==> config.mk <==
export PLATFORM = sky130hd
export DESIGN_NAME = serial_subtractor
export DESIGN_NICKNAME = d
export VERILOG_FILES = /design/src/rtl/serial_subtractor.sv
export SDC_FILE = /design/constraint.sdc
export NUM_CORES = 1
export LEC_CHECK = 0
export ABC_CLOCK_PERIOD_IN_PS = 1480
export CELL_PAD_IN_SITES_DETAIL_PLACEMENT = 2
export CELL_PAD_IN_SITES_GLOBAL_PLACEMENT = 2
export CORE_MARGIN = 4
export CORE_UTILIZATION = 31
export DETAILED_ROUTE_END_ITERATION = 12
export PLACE_DENSITY_LB_ADDON = 0.1
export SYNTH_ARGS = -nofsm -noshare
export SYNTH_HDL_FRONTEND = slang
export SYNTH_SLANG_ARGS = --single-unit
==> constraint.sdc <==
create_clock -name clk -period 1.48 [get_ports clk]
set_input_delay 0.296 -clock clk [delete_from_list [all_inputs] [get_ports clk]]
set_output_delay 0.296 -clock clk [all_outputs]
set_load 0.01 [all_outputs]
==> src/rtl/serial_subtractor.sv <==
// Bit-serial two's-complement subtractor (difference = a - b), one bit per clock, LSB first.
// Start accepted in IDLE/DONE; results land WIDTH edges later with a one-cycle done pulse; start during SHIFT is ignored.
module serial_subtractor #(
    parameter int WIDTH = 4
) (
    input  logic             clk,
    input  logic             rst_n,
    input  logic             start,
    input  logic [WIDTH-1:0] a,
    input  logic [WIDTH-1:0] b,
    output logic             busy,
    output logic             done,
    output logic [WIDTH-1:0] difference,
    output logic             borrowout,
    output logic             overflow
);

    localparam int CW = (WIDTH > 2) ? $clog2(WIDTH) : 1;
    localparam logic [CW-1:0] LAST = CW'(WIDTH - 1);

    typedef enum logic [1:0] {
        IDLE  = 2'd0,
        SHIFT = 2'd1,
        DONE  = 2'd2
    } state_t;

    state_t           state;
    logic [WIDTH-1:0] a_sr;
    logic [WIDTH-1:0] b_sr;
    logic [WIDTH-1:0] res_sr;
    logic             br;
    logic [CW-1:0]    cnt;
    logic             d_bit;
    logic             br_next;

    always_comb begin
        d_bit   = a_sr[0] ^ b_sr[0] ^ br;
        br_next = (~a_sr[0] & b_sr[0]) | (~(a_sr[0] ^ b_sr[0]) & br);
    end

    always_ff @(posedge clk or negedge rst_n) begin
        if (!rst_n) begin
            state      <= IDLE;
            a_sr       <= '0;
            b_sr       <= '0;
            res_sr     <= '0;
            br         <= 1'b0;
            cnt        <= '0;
            busy       <= 1'b0;
            done       <= 1'b0;
            difference <= '0;
            borrowout  <= 1'b0;
            overflow   <= 1'b0;
        end else begin
            case (state)
                IDLE, DONE: begin
                    done <= 1'b0;
                    if (start) begin
                        a_sr  <= a;
                        b_sr  <= b;
                        br    <= 1'b0;
                        cnt   <= '0;
                        busy  <= 1'b1;
                        state <= SHIFT;
                    end else begin
                        state <= IDLE;
                    end
                end
                SHIFT: begin
                    a_sr   <= a_sr >> 1;
                    b_sr   <= b_sr >> 1;
                    res_sr <= {d_bit, res_sr[WIDTH-1:1]};
                    br     <= br_next;
                    if (cnt == LAST) begin
                        // On this last bit the operand LSBs are the original sign bits.
                        difference <= {d_bit, res_sr[WIDTH-1:1]};
                        borrowout  <= br_next;
                        overflow   <= (a_sr[0] != b_sr[0]) && (d_bit != a_sr[0]);
                        busy       <= 1'b0;
                        done       <= 1'b1;
                        state      <= DONE;
                    end else begin
                        cnt <= cnt + 1'b1;
                    end
                end
                default: begin
                    busy  <= 1'b0;
                    done  <= 1'b0;
                    state <= IDLE;
                end
            endcase
        end
    end

endmodule

==> results.env <==
FINAL.MIN_CLOCK_PERIOD_NS=1.43
R2R_CELLS=3
CLOCK_TREE.ROOT_CELL='sky130_fd_sc_hd__clkbuf_8'
REPORT.POWER.TOTAL_mW=3.09
MAX_FREQ_GHz=0.701
SWITCHING_POWER_mW=1.07
PLACEMENT_ROWS=21
SETUP.WORST_PATH.CLASS='register to register'
POSTROUTEWIRELENGTH_UM=2660
TIMING.HOLD.WORST.CLASS='input pin to asynchronous set/reset pin'
DP.FINAL_HPWL_UM=2010
DIE_HEIGHT_UM=69.1
CLOCK_TREE.HTREE_LEVEL_COUNT=1
CP_DATA_ARRIVAL_TIME_NS=1.58
CRIT_FANOUT=6
RR_STARTPOINT='cnt[0]'
PIN_COUNT_OF_THE_BIGGEST_NET_ENTERING_GLOBAL_ROUTING=25
AVGSYNTHCELLAREA_UM2=13.0
CTS_SINKS=24
SWITCHING_SHARE=0.346
TIMING.MAX_CAP.VIOLATIONS=0
FINAL_COUNT_OF_HOLD_TIMING_VIOLATIONS=0
ENDPOINT_TYPE_OF_THE_WORST_SETUP_PATH='register'
NUMBER_OF_BUFFERS_CREATED_BY_CTS=3
TIMING_WORST_SLEW_PIN_VALUE_NS=0.331
CLOCK_INSERTION_DELAY_WORST_SKEW_NS=0.27
CTS_TREE='built'
DETAILEDROUTE.FIRSTPASSITERATIONCOUNT=3
DP.CELLS=161
FINAL_ESTIMATED_ROUTING_CONGESTION_IN_GLOBAL_PLACEMENT=0.686
FLOORPLAN.CORE_AREA_UM2=3470
CTS_SETUP_BUFFERS=0
ROUTE.VIAS.TOTAL=804
SEQUENTIAL_CELL_AREA_UM2=601
SETUP.WORST_PATH.START_CLASS='register'
P_SEQ_FRAC=0.379
POWER-PER-CELL-AREA_nW_PER_UM2=2010
FINALCOREUTILIZATION=0.443
CELLLEAKAGEPOWER_nW=0.789
YS.WARNINGS.COUNT=0
GRT_FIRST_PASS_WIRELENGTH_UM=4520
SYNTH-SEQ-AREA-SHARE=0.519
GRT_SETUP_UNREPAIRED='yes'
REG2REG_TO='difference[1]'
SYNTH.LIB_CELLS_USED.DISTINCT=26
RELSLEWSLACK=0.780
NUMBER_OF_ANTENNA_VIOLATIONS_AT_THE_FIRST_CHECK_IN_GLOBAL_ROUTING=0
TIMING.CLOCK.SKEW_NS=0.00951
NNETSFINAL=134
INSERTEDDIODECOUNT=0
MULTIINPUTGATEAREA_UM2=512
YS_TOP_CELLS_BY_AREA='sky130_fd_sc_hd__dfrtp_1 (52%), sky130_fd_sc_hd__mux2i_1 (18%), sky130_fd_sc_hd__mux2_2 (6.8%), sky130_fd_sc_hd__ha_1 (2.2%), sky130_fd_sc_hd__nor2b_1 (2.2%)'
CLOCK_POWER_SHARE=0.147
NUMBER_OF_GLOBAL_ROUTE_VIAS_BEFORE_REPAIR=911
STATUS='finished, final reports clean'
POST_SYNTH_INST_COUNT=89
CELL_TYPE_WITH_THE_HIGHEST_AGGREGATE_AREA_IN_THE_NETLIST='sky130_fd_sc_hd__dfrtp_1'
DRV_SLEW=0
GRT_OVERFLOW_TOTAL=0
POSTSYNTHNETCOUNT=103
CTS_BUFFER_DEPTH=2
FF2FF_SETUP_SLACK_NS=0.05
FLOW.AREA_GROWTH_FROM_SYNTHESIS_PCT=32.6
AVGVIACOUNTPERCELL=4.87
DIE_AREA_UM2=4770
GRTUSAGETOTAL=0.119
INITIAL_CORE_UTIL=0.334
TIMING.FINAL.SETUP_VIOLATIONS=0
BUFFER_PORTS.INSERTED=18
FINAL.FILL_COUNT=375
FINAL-INSTANCE-COUNT-EXCL-FILL=165
SYNTH_SEQ_CELLS=24
POSTROUTEANTENNANETS=0
FP.DIEW_UM=69.1
DRC=0
WL_PER_CELL_UM=16.1
DRT_FIRST_ITER_VIOLATIONS=11
FINAL.SETUP.WORST_SLACK_NS=0.0541
POWER.COMBINATIONAL.FRACTION=0.474
SYNTH_AREA_UM2=1160
FIN_HOLD_WS_NS=0.405
PEAKVDDDROP_V=0.000455
WORST_SETUP_HOLD_PATH_CLK_SLEW_NS=0.09
YOSYSTOPAREACELLSHARE=0.519
DRIVE_ABOVE_1_SHARE=0.218
FINAL.PERIOD_UTILIZATION=0.963
REQUIRED_TIME_WORST_ENDPOINT_NS=1.64
IO_PINS=19
PRECTSSETUPSLACK_NS=0.00346
POWER_REPORT.INTERNAL_TOTAL_mW=2.02
==> layout make-up <==
type / instances / area share
inverters: 5 / 0.0122
well taps: 46 / 0.0375
multi-input cells: 56 / 0.333
flip-flops and latches: 24 / 0.391
clock buffers: 4 / 0.0359
repair buffers: 30 / 0.190
==> cells by family after synthesis <==
logic type | share of synthesized area
muxes | 0.250
and+or+nand+nor | 0.0670
xor gates and xnor gates | 0.00757
adders and majority gates | 0.0389
buffers and inverters | 0.0411
DFF | 0.519
AOI/OAI and AO/OA | 0.0768
==> metal layers <==
metal  up-vias  wire length [um]  track usage
met5         -                 0            0
met3         5                85       0.0276
met4         0                53       0.0586
met1       406              1170        0.137
met2        15              1350        0.206
li1        378                 -            -
==> Yosys cell counts <==
master and number:
sky130_fd_sc_hd__a21o_1 1, sky130_fd_sc_hd__a221o_1 1, sky130_fd_sc_hd__a22o_1 1, sky130_fd_sc_hd__a311o_1 1, sky130_fd_sc_hd__a32o_1 1, sky130_fd_sc_hd__buf_2 2, sky130_fd_sc_hd__buf_4 1, sky130_fd_sc_hd__buf_6 1
sky130_fd_sc_hd__dfrtp_1 24, sky130_fd_sc_hd__fa_1 1, sky130_fd_sc_hd__ha_1 2, sky130_fd_sc_hd__inv_1 5, sky130_fd_sc_hd__mux2_2 7, sky130_fd_sc_hd__mux2i_1 21, sky130_fd_sc_hd__nand2_1 1, sky130_fd_sc_hd__nand2b_1 1
sky130_fd_sc_hd__nand3_1 1, sky130_fd_sc_hd__nand3b_2 1, sky130_fd_sc_hd__nor2_1 5, sky130_fd_sc_hd__nor2b_1 4, sky130_fd_sc_hd__nor3b_1 1, sky130_fd_sc_hd__o211a_1 2, sky130_fd_sc_hd__o21ai_0 1, sky130_fd_sc_hd__o2bb2ai_1 1
sky130_fd_sc_hd__o32ai_1 1, sky130_fd_sc_hd__xnor2_1 1
==> cells in the final DEF, fill, tap and decap left out, types with 2 or more instances in the layout <==
cell and count:
sky130_fd_sc_hd__buf_4 11, sky130_fd_sc_hd__clkdlybuf4s50_1 10, sky130_fd_sc_hd__nor2b_1 4, sky130_fd_sc_hd__o211a_1 2, sky130_fd_sc_hd__dlygate4sd2_1 3, sky130_fd_sc_hd__clkbuf_8 4, sky130_fd_sc_hd__ha_1 2, sky130_fd_sc_hd__inv_1 4
sky130_fd_sc_hd__nor2_1 5, sky130_fd_sc_hd__dlymetal6s2s_1 5, sky130_fd_sc_hd__mux2_2 7, sky130_fd_sc_hd__dfrtp_1 24, sky130_fd_sc_hd__mux2i_1 21
==> through the flow <==
stage	area, um^2	setup TNS [ns]
after floorplan	1160	0
after global placement	1470	0
after detailed placement	1470	0
after CTS	1520	0
after global routing	1540	-0.0290
final	1540	0
==> worst max-delay path, cell delays in order, from the launching register on <==
cell and delay [ns]:
sky130_fd_sc_hd__dfrtp_1 0.43, sky130_fd_sc_hd__ha_1 0.31, sky130_fd_sc_hd__nand3b_2 0.21, sky130_fd_sc_hd__mux2_2 0.36
==> power by group through the flow <==
stage | Clock [mW] | Combinational [mW] | Sequential, mW
5_1_grt | 0.514 | 1.63 | 1.22
2_1_floorplan | 0 | 0.857 | 1.19
4_1_cts | 0.471 | 1.53 | 1.18
3_5_place_dp | 0 | 1.53 | 1.19
6_report | 0.455 | 1.46 | 1.17
3_3_place_gp | 0 | 1.45 | 1.17
==> sequential cells by signal (all words and copies together) (netlist names) <==
signal and cells:
difference 4, b_sr 4, busy 1, a_sr 4
res_sr 3, done 1, br 1, borrowout 1
state 2, overflow 1, cnt 2
==> worst max-delay path by stage <==
stage,from,end
2_1_floorplan,a_sr[0],br
3_3_place_gp,a_sr[0],br
3_5_place_dp,a_sr[0],br
4_1_cts,done,done
5_1_grt,cnt[0],borrowout
6_report,cnt[0],difference[1]
==> repair_timing <==
action / 4_1_cts / 5_1_grt
endpoints found under the hold margin: 0 / 0
gates cloned: 0 / 0
hold buffers: 0 / 0
setup endpoints to repair: 4 / 11
pin swaps: 0 / 1
resized for setup: 4 / 6
No activity file was read; power rests on OpenSTA's default activity.
